**config.mk**
```make
export PLATFORM = sky130hd
export DESIGN_NAME = uart_rx_fsm_flat
export DESIGN_NICKNAME = d
export VERILOG_FILES = /design/src/rtl/uart_pkg.sv /design/src/rtl/uart_rx_fsm_if.sv /design/src/rtl/rx_sync.sv /design/src/rtl/uart_rx_fsm.sv /design/src/flat_wrapper.sv
export SDC_FILE = /design/constraint.sdc
export NUM_CORES = 1
export LEC_CHECK = 0
export ABC_CLOCK_PERIOD_IN_PS = 4000
export BUFFER_PORTS_ARGS = -buffer_cell sky130_fd_sc_hd__buf_2
export CORE_MARGIN = 5
export CORE_UTILIZATION = 55
export DETAILED_ROUTE_END_ITERATION = 10
export PLACE_DENSITY = 0.77
export SLEW_MARGIN = 20
export SYNTH_ARGS = -nofsm -noshare
export SYNTH_HDL_FRONTEND = slang
export SYNTH_HIERARCHICAL = 1
export SYNTH_SLANG_ARGS = --single-unit
```
**constraint.sdc**
```tcl
create_clock -name clk -period 4 [get_ports clk]
set_input_delay 0.8 -clock clk [delete_from_list [all_inputs] [get_ports clk]]
set_output_delay 0.8 -clock clk [all_outputs]
set_load 0.005 [all_outputs]
```
**src/rtl/uart_pkg.sv**
```systemverilog
// Shared types and defaults for the UART receive path.
package uart_pkg;

   localparam int unsigned UART_DATA_BITS_DFLT = 8;
   localparam int unsigned UART_SYNC_STAGES_DFLT = 2;

   typedef enum logic [2:0] {
      RX_IDLE,
      RX_START,
      RX_DATA,
      RX_PARITY,
      RX_STOP
   } rx_state_t;

endpackage

```
**src/rtl/uart_rx_fsm_if.sv**
```systemverilog
// Received-byte channel of uart_rx_fsm: valid/ready byte plus error pulses.
// parity_err_o is present only when UART_RX_PARITY_EN is defined.
interface uart_rx_fsm_if
   import uart_pkg::*;
#(
   parameter int unsigned DATA_BITS = UART_DATA_BITS_DFLT
) ();

   logic [DATA_BITS-1:0] data_o;
   logic                 valid_o;
   logic                 ready_i;
   logic                 frame_err_o;
   logic                 overrun_o;
`ifdef UART_RX_PARITY_EN
   logic                 parity_err_o;

   modport master (
      output data_o, valid_o, frame_err_o, overrun_o, parity_err_o,
      input  ready_i
   );

   modport slave (
      input  data_o, valid_o, frame_err_o, overrun_o, parity_err_o,
      output ready_i
   );
`else
   modport master (
      output data_o, valid_o, frame_err_o, overrun_o,
      input  ready_i
   );

   modport slave (
      input  data_o, valid_o, frame_err_o, overrun_o,
      output ready_i
   );
`endif

endinterface

```
**src/rtl/rx_sync.sv**
```systemverilog
// Multi-flop synchroniser for the asynchronous rx line plus falling-edge detect.
module rx_sync
   import uart_pkg::*;
#(
   parameter int unsigned SYNC_STAGES = UART_SYNC_STAGES_DFLT
) (
   input  logic clk,
   input  logic rst,
   input  logic i_rx,
   output logic o_sync,
   output logic o_fall_c
);

   logic [SYNC_STAGES-1:0] r_sync;
   logic                   r_prev;

   // Line idles high, so reset to 1 to avoid a false start edge after reset
   always_ff @(posedge clk) begin
      if (rst) begin
         r_sync <= '1;
         r_prev <= 1'b1;
      end else begin
         r_sync <= {r_sync[SYNC_STAGES-2:0], i_rx};
         r_prev <= r_sync[SYNC_STAGES-1];
      end
   end

   assign o_sync   = r_sync[SYNC_STAGES-1];
   assign o_fall_c = r_prev & ~r_sync[SYNC_STAGES-1];

endmodule

```
**src/rtl/uart_rx_fsm.sv**
```systemverilog
// UART receive framer: start detect, mid-bit sampling, LSB-first deserialise,
// stop check and valid/ready delivery. Optional parity: define UART_RX_PARITY_EN.
module uart_rx_fsm
   import uart_pkg::*;
#(
   parameter int unsigned DATA_BITS   = UART_DATA_BITS_DFLT,
   parameter int unsigned SYNC_STAGES = UART_SYNC_STAGES_DFLT
`ifdef UART_RX_PARITY_EN
   ,
   parameter bit          PARITY_ODD  = 1'b0
`endif
) (
   input  logic          clk,
   input  logic          rst,
   input  logic          rx_i,
   input  logic          baud_tick_i,
   output logic          baud_ena_o,
   uart_rx_fsm_if.master rx_bus
);

   localparam int unsigned CNT_W = $clog2(DATA_BITS);
   localparam logic [CNT_W-1:0] LAST_BIT = CNT_W'(DATA_BITS - 1);

   logic w_sync;
   logic w_fall;

   rx_state_t            r_state;
   logic                 r_baud_ena;
   logic [CNT_W-1:0]     r_bit_cnt;
   logic [DATA_BITS-1:0] r_shreg;
   logic [DATA_BITS-1:0] r_data;
   logic                 r_valid;
   logic                 r_frame_err;
   logic                 r_overrun;
`ifdef UART_RX_PARITY_EN
   logic                 r_par_bad;
   logic                 r_parity_err;
`endif

   rx_sync #(
      .SYNC_STAGES (SYNC_STAGES)
   ) u_rx_sync (
      .clk      (clk),
      .rst      (rst),
      .i_rx     (rx_i),
      .o_sync   (w_sync),
      .o_fall_c (w_fall)
   );

   always_ff @(posedge clk) begin
      if (rst) begin
         r_state     <= RX_IDLE;
         r_baud_ena  <= 1'b0;
         r_bit_cnt   <= '0;
         r_shreg     <= '0;
         r_data      <= '0;
         r_valid     <= 1'b0;
         r_frame_err <= 1'b0;
         r_overrun   <= 1'b0;
`ifdef UART_RX_PARITY_EN
         r_par_bad    <= 1'b0;
         r_parity_err <= 1'b0;
`endif
      end else begin
         r_frame_err <= 1'b0;
         r_overrun   <= 1'b0;
`ifdef UART_RX_PARITY_EN
         r_parity_err <= 1'b0;
`endif
         // Consumer handshake; a delivery in the same cycle overrides below
         if (r_valid && rx_bus.ready_i) begin
            r_valid <= 1'b0;
         end

         case (r_state)
            RX_IDLE: begin
               if (w_fall) begin
                  r_state    <= RX_START;
                  r_baud_ena <= 1'b1;
               end
            end

            RX_START: begin
               if (baud_tick_i) begin
                  if (!w_sync) begin
                     r_state   <= RX_DATA;
                     r_bit_cnt <= '0;
                  end else begin
                     r_state    <= RX_IDLE;
                     r_baud_ena <= 1'b0;
                  end
               end
            end

            RX_DATA: begin
               if (baud_tick_i) begin
                  r_shreg   <= {w_sync, r_shreg[DATA_BITS-1:1]};
                  r_bit_cnt <= r_bit_cnt + CNT_W'(1);
                  if (r_bit_cnt == LAST_BIT) begin
`ifdef UART_RX_PARITY_EN
                     r_state <= RX_PARITY;
`else
                     r_state <= RX_STOP;
`endif
                  end
               end
            end

`ifdef UART_RX_PARITY_EN
            RX_PARITY: begin
               if (baud_tick_i) begin
                  r_par_bad <= (^r_shreg) ^ w_sync ^ PARITY_ODD;
                  r_state   <= RX_STOP;
               end
            end
`endif

            RX_STOP: begin
               if (baud_tick_i) begin
                  r_state    <= RX_IDLE;
                  r_baud_ena <= 1'b0;
`ifdef UART_RX_PARITY_EN
                  r_parity_err <= r_par_bad;
`endif
                  if (w_sync) begin
                     // Holding register free or being drained this cycle
                     if (!r_valid || rx_bus.ready_i) begin
                        r_data  <= r_shreg;
                        r_valid <= 1'b1;
                     end else begin
                        r_overrun <= 1'b1;
                     end
                  end else begin
                     r_frame_err <= 1'b1;
                  end
               end
            end

            default: begin
               r_state    <= RX_IDLE;
               r_baud_ena <= 1'b0;
            end
         endcase
      end
   end

   assign baud_ena_o         = r_baud_ena;
   assign rx_bus.data_o      = r_data;
   assign rx_bus.valid_o     = r_valid;
   assign rx_bus.frame_err_o = r_frame_err;
   assign rx_bus.overrun_o   = r_overrun;
`ifdef UART_RX_PARITY_EN
   assign rx_bus.parity_err_o = r_parity_err;
`endif

endmodule

```
**src/flat_wrapper.sv**
```systemverilog
// flat-port wrapper written by rule: the top's interface ports become plain ports
module uart_rx_fsm_flat import uart_pkg::*;
#(
   parameter int unsigned DATA_BITS   = UART_DATA_BITS_DFLT,
   parameter int unsigned SYNC_STAGES = UART_SYNC_STAGES_DFLT

)
  (clk, rst, rx_i, baud_tick_i, baud_ena_o, rx_bus_data_o, rx_bus_valid_o, rx_bus_frame_err_o, rx_bus_overrun_o, rx_bus_ready_i);
  uart_rx_fsm_if #(.DATA_BITS(DATA_BITS)) rx_bus_i ();
  input  logic clk;
  input  logic rst;
  input  logic rx_i;
  input  logic baud_tick_i;
  output logic baud_ena_o;
  output wire logic [$bits(rx_bus_i.data_o)-1:0] rx_bus_data_o;
  output wire logic [$bits(rx_bus_i.valid_o)-1:0] rx_bus_valid_o;
  output wire logic [$bits(rx_bus_i.frame_err_o)-1:0] rx_bus_frame_err_o;
  output wire logic [$bits(rx_bus_i.overrun_o)-1:0] rx_bus_overrun_o;
  input wire logic [$bits(rx_bus_i.ready_i)-1:0] rx_bus_ready_i;
  assign rx_bus_data_o = rx_bus_i.data_o;
  assign rx_bus_valid_o = rx_bus_i.valid_o;
  assign rx_bus_frame_err_o = rx_bus_i.frame_err_o;
  assign rx_bus_overrun_o = rx_bus_i.overrun_o;
  assign rx_bus_i.ready_i = rx_bus_ready_i;
  uart_rx_fsm #(.DATA_BITS(DATA_BITS), .SYNC_STAGES(SYNC_STAGES)) u_core (.clk(clk), .rst(rst), .rx_i(rx_i), .baud_tick_i(baud_tick_i), .baud_ena_o(baud_ena_o), .rx_bus(rx_bus_i));
endmodule
```
* Word-level counts from Yosys, hierarchy flattened
Cells that the tools add are included.
** Word-level totals
- Bits in registers :: 29
- Output and inout port bits :: 12
- Logic and storage cells :: 62
** Operators by class
- Add/subtract/negate cells :: 1
- Eq/ne operators :: 11
- Muxes and demuxes :: 23
- Bitwise operators :: 5
- Reductions and logical operators :: 12
** Operator list (count)
- 3-bit two-way mux :: 8
- 2-bit != test (second input constant) :: 6
- 3-bit case mux with 4 select lines :: 1
- 1-bit two-way mux :: 11
- 5-bit AND reduction :: 2
- 4-bit AND reduction :: 2
- 3-bit == test (second input constant) :: 2
- 3-bit case mux with 2 select lines :: 1
- 1-bit inverter :: 4
- 1-bit case mux with 4 select lines :: 1
- 4-bit OR reduction :: 1
- 3-bit by 1-bit adder with 3-bit output (second input constant) :: 1
- 3-bit by 1-bit == test with 1-bit output (second input constant) :: 1
- 3-bit by 2-bit == test with 1-bit output (second input constant) :: 1
- 3-bit zero test :: 1
- 3-bit OR reduction :: 1
- 2-bit two-way mux :: 1
- 2-bit by 1-bit != test with 1-bit output (second input constant) :: 1
- 2-bit AND reduction :: 1
- 2-bit nonzero test :: 1
- 1-bit AND :: 1
- 1-bit logical AND :: 1
- 1-bit zero test :: 1
- 1-bit logical OR :: 1

* Longest topological paths before layout
Gate-level depths: netlist of run 1.
- Word-level depth :: 6
- Gate-level depth with buffers :: 5
- Mapped depth without buffers :: 5

* Hierarchy
Netlist of run 1, hierarchy kept.
** By module, submodules not included
- uart_rx_fsm :: instances 1, cells an instance 134, area an instance 1199.9 um2, seq. area each 520.5 um2
- rx_sync :: instances 1, cells an instance 7, area an instance 85.1 um2, seq. area each 60.1 um2

* Least setup slack after synthesis of run 1
Ideal clock, no wire load.
- Path type :: in2reg
- From :: in rst
- To :: reg u_core.r_baud_ena, in the netlist u_core/baud_ena_o
- Setup time :: 132 ps
- Arrival time :: 1597 ps
- Data required time :: 3868 ps
- Path slack :: 2270 ps
- Stages on the path :: 4
- Path buffers :: 3
- Cells stage by stage :: clkbuf_1 > clkbuf_1 > buf_1 > a21oi_1
** RTL lines
- from (decl) :: line flat_wrapper.sv:11 : input logic rst;
- to (signal assigned) :: line uart_rx_fsm.sv:53 : r_baud_ena <= 1'b0;
- to (signal assigned) :: line uart_rx_fsm.sv:79 : r_baud_ena <= 1'b1;
- to (signal assigned) :: line uart_rx_fsm.sv:90 : r_baud_ena <= 1'b0;
- to (decl) :: line uart_rx_fsm.sv:28 : logic r_baud_ena;
No word-level cell between the ends.

* Worst setup path in the final report of run 1
- From :: reg u_core.r_state[1]
- To :: reg u_core.r_bit_cnt[0]
** On the way
- Word-level cells in the longest chain between the ends :: 3
** RTL lines
- from (decl) :: line uart_rx_fsm.sv:27 : rx_state_t r_state;
- from (signal assigned) :: line uart_rx_fsm.sv:52 : r_state <= RX_IDLE;
- from (signal assigned) :: line uart_rx_fsm.sv:78 : r_state <= RX_START;
- from (signal assigned) :: line uart_rx_fsm.sv:86 : r_state <= RX_DATA;
- 3-bit by 1-bit == test with 1-bit output / 3-bit by 2-bit == test with 1-bit output (equally long branches) :: line uart_rx_fsm.sv:75 : case (r_state)
- 2-bit != test (no source line) / 2-bit nonzero test (equally long branches)
- 4-bit AND reduction (no source line)
- to (signal assigned) :: line uart_rx_fsm.sv:98 : r_bit_cnt <= r_bit_cnt + CNT_W'(1);
- to (decl) :: line uart_rx_fsm.sv:29 : logic [CNT_W-1:0] r_bit_cnt;
Several ways; a longest one is shown, not always the timed one.
A chain may end at the register's enable or synchronous reset.

==> flow_metrics.tcl, run 1 <==
set metrics [dict create \
    dp.cells 175 \
    postCtsSetupRepairBufs 0 \
    synth_area_um2 1285 \
    r2r-start "u_core/r_state[1]$_SDFFE_PP0P_" \
    required_ns 4.24 \
    ios 17 \
    die_width_um 58.34 \
    yosys.area.top_type_share_pct 45.18 \
    crit_buf_inv 0 \
    ys_warn_count 6 \
    final_cell_mix "dfxtp_1 (29), nand2b_1 (20), nand2_1 (17), buf_2 (16), a21oi_1 (11)" \
    hpwlAfterDp_mm 1.564 \
    yosysSeqAreaShare_pct 45.18 \
    max_cap_violations 0 \
    startpoint_type "flop" \
    synth_flop_cell "dfxtp_1" \
    crit_path_end_kind "flop" \
    yosys.cell_types.count 33 \
    core_area_um2 2212 \
    drtIter0Drc 17 \
    crit_fanout 15 \
    n_antenna_cell 0 \
    post_cts_resized 0 \
    slew_headroom_pct 55.11 \
    drtAntennaViolNets 0 \
    irDropWorstVdd_mv 0.3448 \
    grt_pass1_wl_mm 4.071 \
    track_usage_pct 15.72 \
    final-hold-violation-count 0 \
    layout.nets 161 \
    criticalPathCategory "flop to flop" \
    tritoncts "built" \
    setup_viol 0 \
    drive_gt1_share_pct 19.35 \
    finalCritPeriodShare_pct 42.72 \
    synth_area_per_cell_um2 9.113 \
    rsz0062_at_grt "false" \
    crit_family "simple AND/OR/NAND/NOR gates" \
    first_global_vias 915 \
    worstPathCellList "nand4bb_1 > or3_1 > o21ai_0" \
    grt_max_degree 40 \
    p_leak_nw 0.5514 \
    io_buffer_count 16 \
    detail_route.wl_per_cell_um 12.73 \
    root_buffer "clkbuf_4" \
    final_common_cell "dfxtp_1" \
    grt_overflow 0 \
    dieHeight_um 58.34 \
    setup_tns_ns 0 \
    synth_area_leaders "dfxtp_1 (45%), nand2b_1 (9.7%), mux2i_1 (6.2%)" \
    multi_input_area_um2 650.6 \
    slowest_stage "dfxtp_1" \
    cts.sinks 29 \
    cts_buffers 5 \
    layout.cells.non_filler 183 \
    synth_edf_count 0 \
    place_congestion 0.8149 \
    fin_skew_ns 0.007778 \
    synthCells 141 \
    syn_to_final_growth_pct 11.39 \
    holdCritStartpoint "u_core/u_rx_sync/r_sync[0]$_SDFF_PP1_" \
    path_clk_slew_ns 0.09 \
    syn-num-nets 148 \
    cts-htree-levels 2 \
    clock_path_buffers 2 \
    synth_largest_area_cell "dfxtp_1" \
    fmax_mhz 585.2 \
    seq_area_um2 580.6 \
    die_area_um2 3403 \
    post_drt_via_cell_ratio 5.492 \
    floorplan.initialDensity_pct 58.09 \
    crit_arrival_ns 1.95 \
    antenna_found_initial 0 \
    num_rows 17 \
    power_density_nw_per_um2 368.2 \
    maxSlewViolCount 0 \
    async_reset_ff_share_pct 0 \
    hold_class "flop to flop" \
    firstDrtPassIters 4 \
    max_stage_delay_ns 0.62 \
    status "finished clean" \
    worst_slew_pin_slew_ns 0.6639 \
    synth_seq_cells 29 \
    route.detailed.drc 0 \
    cts_hold_buf 0 \
    worstSetupStartpoint "u_core/r_state[1]$_SDFFE_PP0P_" \
    fillers 179 \
    via_count 1005 \
    period_needed_ns 1.709 \
    clk_latency_ns 0.32 \
    wl_mm 2.329 \
]
cell type report:
cell class | instances | area share (%)
Timing Repair Buffer | 17 | 6.119
Tap cell | 28 | 2.448
Clock buffer | 7 | 4.545
Clock inverter | 1 | 0.3497
Inverter | 2 | 0.5245
Multi-Input combinational cell | 99 | 45.45
Sequential cell | 29 | 40.56
power breakdown:
group / switching, mW / leakage, nW / internal [mW]
Clock: 0.0970 / 0.0413 / 0.102
Combinational: 0.0146 / 0.276 / 0.0142
Sequential: 0.00703 / 0.235 / 0.292
Total: 0.119 / 0.551 / 0.408
sequential cells by signal, summed over array words and instances, names as in the netlist:
name	flops
u_core/baud_ena_o	1
u_core/rx_bus.valid_o	1
u_core/u_rx_sync/r_sync	2
u_core/u_rx_sync/r_prev	1
u_core/rx_bus.frame_err_o	1
u_core/r_bit_cnt	3
u_core/rx_bus.data_o	8
u_core/r_shreg	8
u_core/rx_bus.overrun_o	1
u_core/r_state	3
path summary, 6_finish.rpt:
path,end,slack [ns],cells past startpoint
worst max-delay path,u_core/r_bit_cnt[0]$_SDFFE_PP0P_,2.29,3
worst min register to register,u_core/u_rx_sync/r_sync[1]$_SDFF_PP1_,0.43,1
worst max register to register,u_core/r_bit_cnt[0]$_SDFFE_PP0P_,2.29,3
worst min-delay path,u_core/u_rx_sync/r_sync[1]$_SDFF_PP1_,0.43,1
metrics by stage:
stage | hold WS [ns] | worst slack, ns | total power, mW | util, % | area [um2]
2_1_floorplan | 0.3854 | 2.270 | 0.3293 | - | 1285
3_3_place_gp | 0.3964 | 1.872 | 0.3324 | 61.26 | 1355
3_5_place_dp | 0.4034 | 1.840 | 0.3343 | 61.26 | 1355
4_1_cts | 0.4324 | 2.117 | 0.5325 | 64.42 | 1425
5_1_grt | 0.4519 | 2.116 | 0.5529 | 64.71 | 1431
6_report | 0.4287 | 2.291 | 0.5270 | 64.71 | 1431
routing by layer:
| metal | wire length (um) | GRT usage [%] |
|---|---|---|
| met4 | 58 | 8.940 |
| met5 | 0 | 0 |
| met2 | 1115 | 26.48 |
| met1 | 1037 | 17.57 |
| met3 | 118 | 4.605 |
Yosys cell counts (2+ instances only):
cell / instances
a21o_1: 2
a21oi_1: 11
buf_2: 3
clkbuf_1: 6
dfxtp_1: 29
ha_1: 2
inv_1: 2
mux2i_1: 8
nand2_1: 17
nand2b_1: 20
nand4bb_1: 2
nor2b_1: 5
nor3_1: 4
nor3b_1: 5
o21ai_0: 4
o2bb2ai_1: 2
or2_1: 3
logic make-up (layout without fill, tap and decap cells):
| group | after synthesis | after routing | share of synthesized area [%] |
|---|---|---|---|
| flops | 29 | 29 | 45.18 |
| simple gates | 64 | 64 | 29.12 |
| compound gates | 24 | 24 | 11.98 |
| buf+inv | 13 | 27 | 4.673 |
| fa+ha+maj | 2 | 2 | 1.947 |
| mux | 9 | 9 | 7.108 |
worst register-to-register path, stage by stage (launching register included):
cell,delay (ns)
dfxtp_1,0.62
nand4bb_1,0.46
or3_1,0.45
o21ai_0,0.09
No activity file was read; power rests on OpenSTA's default activity.
==> inputs of run 2 (changes only) <==
--- a/config.mk
+++ b/config.mk
@@ -5,12 +5,13 @@
 export SDC_FILE = /design/constraint.sdc
 export NUM_CORES = 1
 export LEC_CHECK = 0
-export ABC_CLOCK_PERIOD_IN_PS = 4000
+export ABC_AREA = 1
+export ABC_CLOCK_PERIOD_IN_PS = 1400
 export BUFFER_PORTS_ARGS = -buffer_cell sky130_fd_sc_hd__buf_2
 export CORE_MARGIN = 5
-export CORE_UTILIZATION = 55
+export CORE_UTILIZATION = 49
 export DETAILED_ROUTE_END_ITERATION = 10
-export PLACE_DENSITY = 0.77
+export PLACE_DENSITY = 0.73
 export SLEW_MARGIN = 20
 export SYNTH_ARGS = -nofsm -noshare
 export SYNTH_HDL_FRONTEND = slang
==> constraint.sdc (replaced) <==
create_clock -name clk -period 1.4 [get_ports clk]
set_input_delay 0.28 -clock clk [delete_from_list [all_inputs] [get_ports clk]]
set_output_delay 0.28 -clock clk [all_outputs]
set_load 0.005 [all_outputs]
==> run 2 against run 1 <==
Sequential power grew to 3.3 times the previous value. Power grew to 4.2 times the previous value. Die area grew 2.2%. Critical path depth grew 2. Final cell count grew 14%. Critical path type unchanged. Largest cell class is now registers. Largest power group unchanged. Highest routed layer unchanged.
==> flow_metrics.tcl, run 2 <==
set metrics [dict create \
    clock_path_buffers 2 \
    post_drt_via_cell_ratio 4.962 \
    layout.cells.non_filler 208 \
    power_mw 2.222 \
    floorplan.initialDensity_pct 52.11 \
    power_density_nw_per_um2 1651 \
    yosys.cell_types.count 19 \
    firstDrtPassIters 4 \
    seq_area_um2 581.8 \
    ys_warn_count 6 \
    netSwitchingPower_uw 798.3 \
    wl_mm 2.351 \
    via_count 1032 \
    p_leak_nw 0.6254 \
    synthCells 158 \
    io_buffer_count 16 \
    synth_top_family_by_area "simple AND/OR/NAND/NOR gates" \
    synth_edf_count 0 \
    track_usage_pct 15.97 \
    irDropWorstVdd_mv 1.099 \
    yosysSeqAreaShare_pct 49.41 \
    syn_to_final_growth_pct 14.59 \
    stdcell_area_um2 1346 \
    dp.cells 201 \
    cts-htree-levels 2 \
    grt_max_degree 13 \
    hpwlAfterDp_mm 1.722 \
    synth_flop_cell "dfxtp_1" \
    fmax_mhz 721.4 \
    path_clk_slew_ns 0.08 \
    synth.mux.area_fraction_pct 0 \
    syn-num-nets 165 \
    yosys.area.top_type_share_pct 49.41 \
    synth_compound_area_share_pct 10.22 \
    final_cell_mix "nand2_1 (28), dfxtp_1 (28), nor2_1 (25), nand3_1 (18)" \
    synth_simple_gate_area_share_pct 29.82 \
    clk_latency_ns 0.32 \
    root_buffer "clkbuf_4" \
    grt_pass1_wl_mm 4.146 \
    required_ns 1.61 \
    route.detailed.drc 0 \
    antenna_found_initial 0 \
    crit_path_end_kind "flop" \
    layout.nets 187 \
    synth_common_cells "dfxtp_1 (29), nand2_1 (28), nor2_1 (25)" \
    cts_buffers 5 \
    criticalPathCategory "flop to flop" \
    comb_power_share_pct 32.5 \
    setup_tns_ns 0 \
    cts_hold_buf 0 \
    die_width_um 58.97 \
    max_stage_delay_ns 0.38 \
    max_cap_violations 0 \
    grt_overflow 0 \
    setup_ws_ns 0.01376 \
    fin_skew_ns 0.007445 \
    status "finished clean" \
    p_int_mw 1.424 \
    tritoncts "built" \
    synth_xor_area_share_pct 0 \
    rsz0062_at_grt "false" \
    synth_area_per_cell_um2 7.436 \
    place_congestion 0.8162 \
    synth_seq_cells 29 \
    die_area_um2 3477 \
    n_antenna_cell 0 \
    synth_area_um2 1175 \
    synth_most_common_cell "dfxtp_1" \
    setup_viol 0 \
    slew_headroom_pct 76.12 \
    crit_arrival_ns 1.60 \
    drtAntennaViolNets 0 \
    ios 17 \
    drive_gt1_share_pct 20.00 \
    power.share.sequential_pct 45.2 \
    clkPwrFrac_pct 22.4 \
    fillers 218 \
    synth_largest_area_cell "dfxtp_1" \
    synth_fa_ha_area_share_pct 2.130 \
    multi_input_area_um2 495.5 \
    switching_share_pct 35.93 \
    slowest_stage "dfxtp_1" \
    maxSlewViolCount 0 \
    async_reset_ff_share_pct 0 \
    core_area_um2 2255 \
    worstPathCellList "inv_2 > nor3_2 > nand3_2 > o21ai_0 > nor2_1" \
    worst_slew_pin_slew_ns 0.3578 \
    dieHeight_um 58.97 \
    first_global_vias 1013 \
    num_rows 17 \
    finalCritPeriodShare_pct 99.02 \
    period_needed_ns 1.386 \
    startpoint_type "flop" \
    place_area_um2 1290 \
    preCtsSetupSlack_ns 0.05552 \
    detail_route.wl_per_cell_um 11.30 \
    crit_fanout 9 \
    synth_area_leaders "dfxtp_1 (49%), nand2_1 (8.9%), nor2_1 (8.0%)" \
    drtIter0Drc 16 \
    final-hold-violation-count 0 \
    cts.sinks 29 \
    hold_class "input pin to flop" \
]
==> run 2: cell type report <==
class | instances | area share, %
inverters | 20 | 5.669
clock buffers | 7 | 4.089
multi-input cells | 105 | 36.80
flip-flops and latches | 29 | 43.22
well taps | 28 | 2.602
repair buffers | 19 | 7.621
==> run 2: cell families after synthesis <==
kind of cell,Yosys count
AO/OA/AOI/OAI,24
adder cells (fa/ha/maj),2
buffers and inverters,24
flip-flops,29
AND/OR/NAND/NOR,79
==> run 2: final timing paths <==
path                                                       startpoint                                     to  slack, ns  cells after the start
worst max-delay path                   u_core/r_state[2]$_SDFFE_PP0P_   u_core/rx_bus.data_o[7]$_SDFFE_PP0P_       0.01                      5
worst min-delay path                                             rx_i  u_core/u_rx_sync/r_sync[0]$_SDFF_PP1_       0.15                      3
worst max register to register         u_core/r_state[2]$_SDFFE_PP0P_   u_core/rx_bus.data_o[7]$_SDFFE_PP0P_       0.01                      5
worst min register to register  u_core/u_rx_sync/r_sync[0]$_SDFF_PP1_  u_core/u_rx_sync/r_sync[1]$_SDFF_PP1_       0.41                      2
==> run 2: per-layer routing <==
layer	vias up	part of all wire (%)	GRT usage (%)
met2	32	45	25.08
met3	7	7.3	5.921
li1	545	-	-
met5	-	0	0
met1	448	45	18.72
met4	0	2.0	8.738
==> run 2: critical path: cells and delay by family, from the launching register on <==
family          cells  cell delay [ns]
compound gates      1             0.29
buf+inv             1             0.07
flops               1             0.38
simple gates        3             0.53
==> run 2: power groups by stage <==
stage,sequential [mW],combinational [mW],clock [mW]
2_1_floorplan,1.01,0.546,0
3_3_place_gp,1.01,0.691,0
3_5_place_dp,1.02,0.709,0
4_1_cts,1.00,0.710,0.516
5_1_grt,1.02,0.837,0.548
6_report,1.00,0.721,0.497
==> run 2: what timing repair did <==
action / in CTS / in global routing
setup endpoints to repair: 0 / 2
gates resized for setup: 0 / 2
setup buffers: 0 / 0
==> run 2: metrics by stage <==
stage               util (%)  hold WS, ns
floorplan                  -       0.3491
global placement       57.21       0.3864
detailed placement     57.21       0.4033
CTS                    59.66       0.1362
global route           59.71       0.1545
finish                 59.71       0.1490
==> inputs of run 3 (changes only) <==
--- a/config.mk
+++ b/config.mk
@@ -11,6 +11,7 @@
 export CORE_MARGIN = 5
 export CORE_UTILIZATION = 49
 export DETAILED_ROUTE_END_ITERATION = 10
+export MAX_ROUTING_LAYER = met4
 export PLACE_DENSITY = 0.73
 export SLEW_MARGIN = 20
 export SYNTH_ARGS = -nofsm -noshare
==> run 3 against run 2 <==
Final cell count stayed put. Via count increased by 1.1%. Clock-buffer cell count did not move. Power barely moved. Setup slack got worse by 0.00060 ns. Sequential power about the same. Combinational power hardly changed. Global-route usage grew 0.47 points. Worst hold slack got worse by 0.00094 ns. Die area stayed put. Non-clock buffer count did not move. Largest cell class unchanged. Largest power group unchanged.
==> flow_metrics.tcl, run 3 (synthesized netlist as in run 2, its figures left out) <==
set metrics [dict create \
    firstDrtPassIters 4 \
    max_stage_delay_ns 0.39 \
    worst_slew_pin_slew_ns 0.3653 \
    cts-htree-levels 2 \
    fmax_mhz 721.1 \
    post_drt_via_cell_ratio 5.014 \
    criticalPathCategory "flop to flop" \
    io_buffer_count 16 \
    setup_ws_ns 0.01317 \
    postCtsSetupRepairBufs 0 \
    hpwlAfterDp_mm 1.722 \
    maxSlewViolCount 0 \
    die_area_um2 3477 \
    period_needed_ns 1.387 \
    root_buffer "clkbuf_4" \
    layout.cells.non_filler 208 \
    post_cts_resized 0 \
    setup_tns_ns 0 \
    setup_viol 0 \
    worstPathCellList "inv_2 > nor3_2 > nand3_2 > o21ai_0 > nor2_1" \
    core_area_um2 2255 \
    drtIter0Drc 16 \
    startpoint_type "flop" \
    required_ns 1.61 \
    tritoncts "built" \
    clock_path_buffers 2 \
    rsz0062_at_grt "false" \
    status "finished clean" \
    grt_pass1_wl_mm 4.146 \
    cts_hold_buf 0 \
    num_rows 17 \
    crit_arrival_ns 1.60 \
    route.detailed.drc 0 \
    floorplan.initialDensity_pct 52.11 \
    first_global_vias 1013 \
    cts_buffers 5 \
    ios 17 \
    cts.sinks 29 \
    irDropWorstVdd_mv 1.098 \
    detail_route.wl_per_cell_um 11.26 \
    max_cap_violations 0 \
    crit_buf_inv 1 \
    n_antenna_cell 0 \
    final_cell_mix "nand2_1 (28), dfxtp_1 (28), nor2_1 (25), nand3_1 (18)" \
    crit_family "simple AND/OR/NAND/NOR gates" \
    p_leak_nw 0.6254 \
    grt_max_degree 13 \
    track_usage_pct 16.44 \
    wl_mm 2.343 \
    slowest_stage "dfxtp_1" \
    final-hold-violation-count 0 \
    die_width_um 58.97 \
    stdcell_area_um2 1346 \
    finish.utilization_pct 59.71 \
    layout.nets 187 \
    preCtsSetupSlack_ns 0.05552 \
    path_clk_slew_ns 0.08 \
    power_density_nw_per_um2 1651 \
    slew_headroom_pct 75.62 \
    syn_to_final_growth_pct 14.59 \
    via_count 1043 \
    finalCritPeriodShare_pct 99.06 \
    drive_gt1_share_pct 20.00 \
    place_area_um2 1290 \
    clk_latency_ns 0.32 \
    drtAntennaViolNets 0 \
    hold_class "input pin to flop" \
    crit_path_end_kind "flop" \
    crit_fanout 9 \
    fin_skew_ns 0.007403 \
    place_congestion 0.8283 \
    dp.cells 201 \
    antenna_found_initial 0 \
    grt_overflow 0 \
    dieHeight_um 58.97 \
]
-- run 3: cell counts in the layout (fill, tap and decap cells not counted) --
Identical to the previous run, type by type.
-- run 3: layout make-up --
| type | count | area (um2) |
|---|---|---|
| clock buffer | 7 | 55.05 |
| timing repair buffer | 19 | 102.6 |
| tap | 28 | 35.03 |
| multi-input combinational | 105 | 495.5 |
| inverter | 20 | 76.32 |
| sequential | 29 | 581.8 |
| fill | 218 | 908.4 |
-- run 3: worst register-to-register path: cells and delay by family, from the launching register on --
kind | cells | cell delay, ns
and+or+nand+nor | 3 | 0.53
DFF | 1 | 0.39
AOI/OAI and AO/OA | 1 | 0.29
buffers and inverters | 1 | 0.07
-- run 3: metrics by stage --
step	hold WS (ns)	power [mW]
6_report	0.1480	2.222
5_1_grt	0.1545	2.402
4_1_cts	0.1362	2.227
3_5_place_dp	0.4033	1.728
3_3_place_gp	0.3864	1.704
2_1_floorplan	0.3491	1.559
-- run 3: metal layers --
metal | up-vias | part of all wire, % | global-route usage (%)
met1 | 457 | 45 | 18.72
met3 | 7 | 7.2 | 5.921
li1 | 544 | - | -
met4 | 0 | 2.0 | 8.738
met2 | 35 | 45 | 25.08
met5 | - | 0 | -
-- run 3: power by group --
part           internal, mW  switching [mW]
combinational         0.262           0.458
clock                 0.236           0.261
sequential            0.925          0.0789
total                  1.42           0.798
-- run 3: worst paths after layout --
kind / from / endpoint / slack [ns] / cells after the start
max: u_core/r_state[2]$_SDFFE_PP0P_ / u_core/rx_bus.data_o[7]$_SDFFE_PP0P_ / 0.01 / 5
min: rx_i / u_core/u_rx_sync/r_sync[0]$_SDFF_PP1_ / 0.15 / 3
max reg2reg: u_core/r_state[2]$_SDFFE_PP0P_ / u_core/rx_bus.data_o[7]$_SDFFE_PP0P_ / 0.01 / 5
min reg2reg: u_core/u_rx_sync/r_sync[0]$_SDFF_PP1_ / u_core/u_rx_sync/r_sync[1]$_SDFF_PP1_ / 0.41 / 2
